### src/rtl/cdm16_pic_if.sv
// CDM16 PIC bus: interrupt lines, core handshake and config register port.
// Channel count follows the N_CH parameter of the attached controller.
interface cdm16_pic_if #(
    parameter int N_CH = 8
);
    logic [N_CH-1:0] irq_src;
    logic            IAck;
    logic            eoi;
    logic            cfg_we;
    logic [1:0]      cfg_addr;
    logic [15:0]     cfg_wdata;
    logic [15:0]     cfg_rdata;
    logic            in_irq;
    logic [5:0]      int_vec;

    modport master (
        output irq_src, IAck, eoi,
        output cfg_we, cfg_addr, cfg_wdata,
        input  cfg_rdata, in_irq, int_vec
    );

    modport slave (
        input  irq_src, IAck, eoi,
        input  cfg_we, cfg_addr, cfg_wdata,
        output cfg_rdata, in_irq, int_vec
    );
endinterface

### src/rtl/cdm16_pic.sv
// CDM16 fixed-priority interrupt controller, state clocked on negedge.
// Define PIC_NESTING_EN to let higher-priority channels preempt service.
module cdm16_pic #(
    parameter int N_CH     = 8,
    parameter int VEC_BASE = 16
) (
    input  logic        input_clock,
    input  logic        rst,
    cdm16_pic_if.slave  bus
);
    typedef logic [N_CH-1:0] vec_t;
    localparam logic [5:0] VB = 6'(VEC_BASE);

    vec_t mask_q, mask_d;
    vec_t mode_q, mode_d;
    vec_t pend_q, pend_d;
    vec_t insv_q, insv_d;
    vec_t prev_q;
    logic       in_irq_q, in_irq_d;
    logic [5:0] int_vec_q, int_vec_d;

    vec_t edge_ev, ack_oh, eoi_oh, w1c;
    vec_t cand, elig, win;
    logic ack;
`ifdef PIC_NESTING_EN
    vec_t lowest;
`endif

    always_comb begin
        edge_ev = bus.irq_src & ~prev_q;
        ack     = bus.IAck & in_irq_q;
        ack_oh  = '0;
        for (int i = 0; i < N_CH; i++) begin
            if (ack && int_vec_q == VB + 6'(i))
                ack_oh[i] = 1'b1;
        end
        eoi_oh = bus.eoi ? (insv_q & (~insv_q + vec_t'(1))) : '0;
        w1c    = '0;
        mask_d = mask_q;
        mode_d = mode_q;
        if (bus.cfg_we) begin
            unique case (bus.cfg_addr)
                2'd0: mask_d = bus.cfg_wdata[N_CH-1:0];
                2'd1: mode_d = bus.cfg_wdata[N_CH-1:0];
                2'd2: w1c    = bus.cfg_wdata[N_CH-1:0];
                2'd3: ;
            endcase
        end
        insv_d = (insv_q & ~eoi_oh) | ack_oh;
        // Edge-mode set beats any clear; level mode just mirrors the line.
        pend_d = (mode_q & (edge_ev | (pend_q & ~w1c & ~ack_oh)))
               | (~mode_q & bus.irq_src);
        cand = pend_q & ~mask_q;
`ifdef PIC_NESTING_EN
        lowest = insv_d & (~insv_d + vec_t'(1));
        elig   = (lowest == '0) ? '1 : lowest - vec_t'(1);
`else
        elig   = (insv_d == '0) ? '1 : '0;
`endif
        win       = cand & elig;
        in_irq_d  = 1'b0;
        int_vec_d = int_vec_q;
        for (int i = N_CH - 1; i >= 0; i--) begin
            if (win[i]) begin
                in_irq_d  = 1'b1;
                int_vec_d = VB + 6'(i);
            end
        end
    end

    always_comb begin
        bus.cfg_rdata = '0;
        unique case (bus.cfg_addr)
            2'd0: bus.cfg_rdata[N_CH-1:0] = mask_q;
            2'd1: bus.cfg_rdata[N_CH-1:0] = mode_q;
            2'd2: bus.cfg_rdata[N_CH-1:0] = pend_q;
            2'd3: bus.cfg_rdata[N_CH-1:0] = insv_q;
        endcase
    end

    assign bus.in_irq  = in_irq_q;
    assign bus.int_vec = int_vec_q;

    always_ff @(negedge input_clock or posedge rst) begin
        if (rst) begin
            mask_q    <= '1;
            mode_q    <= '1;
            pend_q    <= '0;
            insv_q    <= '0;
            prev_q    <= '0;
            in_irq_q  <= 1'b0;
            int_vec_q <= '0;
        end else begin
            mask_q    <= mask_d;
            mode_q    <= mode_d;
            pend_q    <= pend_d;
            insv_q    <= insv_d;
            prev_q    <= bus.irq_src;
            in_irq_q  <= in_irq_d;
            int_vec_q <= int_vec_d;
        end
    end
endmodule

### src/flat_wrapper.sv
// flat-port wrapper written by rule: the top's interface ports become plain ports
module cdm16_pic_flat 
#(
    parameter int N_CH     = 8,
    parameter int VEC_BASE = 16
)
  (input_clock, rst, bus_irq_src, bus_IAck, bus_eoi, bus_cfg_we, bus_cfg_addr, bus_cfg_wdata, bus_cfg_rdata, bus_in_irq, bus_int_vec);
  cdm16_pic_if #(.N_CH(N_CH)) bus_i ();
  input  logic input_clock;
  input  logic rst;
  input wire logic [$bits(bus_i.irq_src)-1:0] bus_irq_src;
  input wire logic [$bits(bus_i.IAck)-1:0] bus_IAck;
  input wire logic [$bits(bus_i.eoi)-1:0] bus_eoi;
  input wire logic [$bits(bus_i.cfg_we)-1:0] bus_cfg_we;
  input wire logic [$bits(bus_i.cfg_addr)-1:0] bus_cfg_addr;
  input wire logic [$bits(bus_i.cfg_wdata)-1:0] bus_cfg_wdata;
  output wire logic [$bits(bus_i.cfg_rdata)-1:0] bus_cfg_rdata;
  output wire logic [$bits(bus_i.in_irq)-1:0] bus_in_irq;
  output wire logic [$bits(bus_i.int_vec)-1:0] bus_int_vec;
  assign bus_i.irq_src = bus_irq_src;
  assign bus_i.IAck = bus_IAck;
  assign bus_i.eoi = bus_eoi;
  assign bus_i.cfg_we = bus_cfg_we;
  assign bus_i.cfg_addr = bus_cfg_addr;
  assign bus_i.cfg_wdata = bus_cfg_wdata;
  assign bus_cfg_rdata = bus_i.cfg_rdata;
  assign bus_in_irq = bus_i.in_irq;
  assign bus_int_vec = bus_i.int_vec;
  cdm16_pic #(.N_CH(N_CH), .VEC_BASE(VEC_BASE)) u_core (.input_clock(input_clock), .rst(rst), .bus(bus_i));
endmodule
### config.mk
export PLATFORM = sky130hd
export DESIGN_NAME = cdm16_pic_flat
export DESIGN_NICKNAME = d
export VERILOG_FILES = /design/src/rtl/cdm16_pic_if.sv /design/src/rtl/cdm16_pic.sv /design/src/flat_wrapper.sv
export SDC_FILE = /design/constraint.sdc
export NUM_CORES = 1
export LEC_CHECK = 0
export CAP_MARGIN = 20
export CORE_MARGIN = 2
export CORE_UTILIZATION = 49
export DETAILED_ROUTE_END_ITERATION = 8
export GPL_ROUTABILITY_DRIVEN = 1
export GPL_TIMING_DRIVEN = 0
export PLACE_DENSITY = 0.79
export SLEW_MARGIN = 20
export SYNTH_ARGS = -nofsm -noshare
export SYNTH_HDL_FRONTEND = slang
export SYNTH_SLANG_ARGS = --single-unit
### constraint.sdc
create_clock -name input_clock -period 2.58 [get_ports input_clock]
set_input_delay 0.258 -clock input_clock [delete_from_list [all_inputs] [get_ports input_clock]]
set_output_delay 0.258 -clock input_clock [all_outputs]
set_load 0.05 [all_outputs]
* Word-level counts from Yosys, hierarchy flattened
Index checks and enable logic that the tools add are counted.
** Operators by class
- Add/subtract/negate cells :: 1
- Equal/unequal tests :: 11
- Multiplexer cells :: 29
- Bitwise gates (word level) :: 20
- Reductions and logical operators :: 13
** Operators with widths (count)
- $and 8x8->8 :: 9
- $not 8->8 :: 7
- $eq 6x5->1 const B :: 8
- $mux 6 :: 8
- $mux 8 :: 4
- $pmux 8 s4 :: 1
- $or 8x8->8 :: 3
- $mux 1 :: 16
- $add 8x1->8 const B :: 1
- $logic_and 1x1->1 :: 8
- $logic_not 8->1 :: 1
- $reduce_bool 8->1 :: 1
- $eq 2x2->1 const B :: 2
- $reduce_and 2->1 :: 2
- $eq 2x1->1 const B :: 1
- $logic_not 2->1 :: 1
- $and 1x1->1 :: 1
** Word-level totals
- Register bits :: 47
- Output and inout port bits :: 23

* Longest topological paths before layout
- Word-level depth :: 18
- Depth in mapped cells :: 5

==> flow_summary.ini <==
[run_status]
outcome = finished with violations
failed_checks = negative setup slack

[critical_path]
endpoint_kind = output pin
worstSetupPathType = register to output pin
worstPathMaxFanout = 4
critPathArrivalTime_ps = 2680
required_ps = 2320
cp-start-kind = register

[detailed_routing]
drtIter0Drc = 109
via_count = 1849
drt-vias-per-instance = 5.375
routed_wire_length_um = 5534
ant_nets = 0
drt-wirelength-per-cell_um = 16.09
drc_errors = 0
firstDrtPassIters = 4

[synthesis]
post_synth_num_cell_types = 40
post_synth_edffs = 0
synth_commonest_cells = 31 x sky130_fd_sc_hd__nand2_1, 29 x sky130_fd_sc_hd__dfrtn_1, 16 x sky130_fd_sc_hd__dfstp_2, 16 x sky130_fd_sc_hd__mux2_2, 10 x sky130_fd_sc_hd__buf_4
synth.largest_area_cell = sky130_fd_sc_hd__dfrtn_1
post_synth_main_area_contributors = sky130_fd_sc_hd__dfrtn_1 33%, sky130_fd_sc_hd__dfstp_2 19%, sky130_fd_sc_hd__mux2_2 8.2%, sky130_fd_sc_hd__mux4_2 7.1%, sky130_fd_sc_hd__nand2_1 5.3%
netlist.area_leader.share = 0.3284
synth_seq_area_share = 0.5187
summed_instance_area_of_the_synthesized_netlist_um2 = 2210
syn_inst = 189
library_cell_with_the_highest_instance_count_after_synthesis = sky130_fd_sc_hd__nand2_1
asyncSetResetFlopFracSynth = 1.000
ys_ff_latch = 45
synth.avg_cell_area_um2 = 11.69
most_instantiated_flip_flop_cell_in_the_synthesis_netlist = sky130_fd_sc_hd__dfrtn_1
synth_warn = 0

[pwr]
share_comb_of_total_power = 0.500
pwr-share-clk = 0.170
pwr-share-seq = 0.330
power.net_switching_mw = 1.243
post-layout-total-power_mw = 3.158
internal-power_mw = 1.916
cellPowerDensity_nw_per_um2 = 993.8
max-vdd-ir-drop_mv = 0.6251
leakagePower_nw = 1.531
switching_share = 0.3935

[clock_network]
cts.hold.buffers_added = 0
worst_skew_pair.late_latency_ps = 360
max-clock-path-buffers = 2
cts_buffers = 5
cts.htree.levels = 2
root_buffer = sky130_fd_sc_hd__clkbuf_8
path_clk_slew_ps = 60
cts_sinks = 45
tritoncts = yes

[grt]
antenna_violations_before_repair = 0
global_route.usage.total = 0.2343
first_global_vias = 1874
grt_remaining_overflow = 0
grt_first_pass_wirelength_um = 9108
largest_net_degree_at_the_start_of_global_routing = 26

[floorplan]
placeableCoreArea_um2 = 4354
floorplan.die.height_um = 71.15
std_cell_rows = 24
starting_density_of_the_core = 0.5075
fp.dieArea_um2 = 5062
design.portCount = 54
die_width_um = 71.15

[timing]
rsz0062_at_grt = true
timing.final.hold_violations = 0
setup_viol = 13
finalWorstSetupSlack_ps = -361.7
final.setup_skew_ps = 65.90
final-max-slew-violation-count = 0

[job]
max-cap-violations = 0

[place]
place.detailed.hpwl_um = 3552
detailed_place.area_um2 = 2684
io_buffer_count = 35
routabilityCongestion = 0.8199
numPlacedInstances = 286

[final_layout]
finish.cell_count_without_fillers = 344
post_route_cells_drive_above_1_share = 0.4247
layout_nets = 322
final_design_area_no_fill_um2 = 3178
antenna_cells_inserted = 0
area_growth_pct = 43.83

[min_path]
hold_path.class = register to register
## per-layer routing
metal	up-vias	global-route usage	wire, um
met5	-	0	0
met4	0	0.09015	86
met3	8	0.04131	238
met2	54	0.4249	3012
met1	923	0.2742	2197
li1	864	-	-
## power groups by stage
| stage | registers (mW) | logic (mW) | clock network [mW] |
|---|---|---|---|
| after global placement | 1.11 | 1.12 | 0.0404 |
| after detailed placement | 1.12 | 1.14 | 0.0404 |
| after floorplan | 1.17 | 0.759 | 0.0404 |
| after global routing | 1.06 | 1.67 | 0.599 |
| after CTS | 1.04 | 1.51 | 0.543 |
| final | 1.04 | 1.58 | 0.538 |
## sequential cells by signal, indices dropped and copies added, names as in the netlist
register and count:
u_core.bus.in_irq 1, u_core.bus.int_vec 4, u_core.insv_q 8, u_core.mask_q 8, u_core.mode_q 8, u_core.pend_q 8
u_core.prev_q 8
## repair_timing
action                                  in CTS  in global routing
pin swaps                                    8                  4
endpoints found under the setup margin      46                 38
gates cloned                                 0                  0
buffers inserted                            32                  3
gates resized for setup                    112                  4
endpoints found under the hold margin        0                  0
## stage by stage
step | TNS (ps) | util | setup slack (ps) | hold slack [ps]
2_1_floorplan | -2265 | - | -574.7 | 375.2
4_1_cts | -3986 | 0.7221 | -366.3 | 402.2
3_5_place_dp | -33850 | 0.6164 | -1201 | 403.0
5_1_grt | -4302 | 0.7299 | -386.3 | 430.3
3_3_place_gp | -63950 | 0.6118 | -1214 | 394.9
6_report | -3863 | 0.7299 | -361.7 | 399.2
## critical path, cell delays in order (launching register included)
cell	delay [ps]
sky130_fd_sc_hd__dfstp_2	370
sky130_fd_sc_hd__mux4_2	490
sky130_fd_sc_hd__buf_6	170
## cells by family after synthesis
group | synth area share
simple gates | 0.1603
flops | 0.5187
compound gates | 0.1036
mux | 0.1648
buf+inv | 0.04587
fa+ha+maj | 0.005096
other cells | 0.001697
## cell usage in the layout (no fill, tap or decap), types with 2 or more instances in the layout
cell type and n:
sky130_fd_sc_hd__buf_4 45, sky130_fd_sc_hd__nand2_1 31, sky130_fd_sc_hd__dfrtn_1 29, sky130_fd_sc_hd__inv_1 19, sky130_fd_sc_hd__clkdlybuf4s50_1 17, sky130_fd_sc_hd__mux2_2 16
sky130_fd_sc_hd__dfstp_2 16, sky130_fd_sc_hd__conb_1 10, sky130_fd_sc_hd__clkbuf_8 8, sky130_fd_sc_hd__mux4_2 8, sky130_fd_sc_hd__nand2b_1 8, sky130_fd_sc_hd__buf_6 7
sky130_fd_sc_hd__o21ai_0 6, sky130_fd_sc_hd__a21oi_1 6, sky130_fd_sc_hd__a22o_1 6, sky130_fd_sc_hd__buf_8 5, sky130_fd_sc_hd__nor2_1 4, sky130_fd_sc_hd__or2_4 3
sky130_fd_sc_hd__nand3_1 3, sky130_fd_sc_hd__nor3_1 3, sky130_fd_sc_hd__o22a_1 3, sky130_fd_sc_hd__nand3b_1 2, sky130_fd_sc_hd__nor3b_1 2, sky130_fd_sc_hd__nor2b_1 2
sky130_fd_sc_hd__a211oi_1 2, sky130_fd_sc_hd__dlygate4sd2_1 2, sky130_fd_sc_hd__dlymetal6s2s_1 2, sky130_fd_sc_hd__buf_2 2
## final timing paths
kind / from / slack [ps] / to / depth (start not counted)
max: u_core.mode_q[2] / -360 / bus_cfg_rdata[2] / 2
min: u_core.prev_q[6] / 400 / u_core.pend_q[6] / 3
max reg2reg: u_core.insv_q[1] / 410 / u_core.bus.int_vec[2] / 6
min reg2reg: u_core.prev_q[6] / 400 / u_core.pend_q[6] / 3
max in group asynchronous: rst / 480 / u_core.mode_q[0] / 3
min in group asynchronous: rst / 1460 / u_core.prev_q[4] / 2
## cell type report
type,count,area (um2)
plain buffers,12,102.6
clock buffers,7,86.33
clock inverters,17,63.81
fillers,303,1176
inverters,4,15.01
multi-input cells,136,1040
flip-flops and latches,45,1146
well taps,52,65.06
repair buffers,71,659.4
Power figures use the tool's default switching activity.
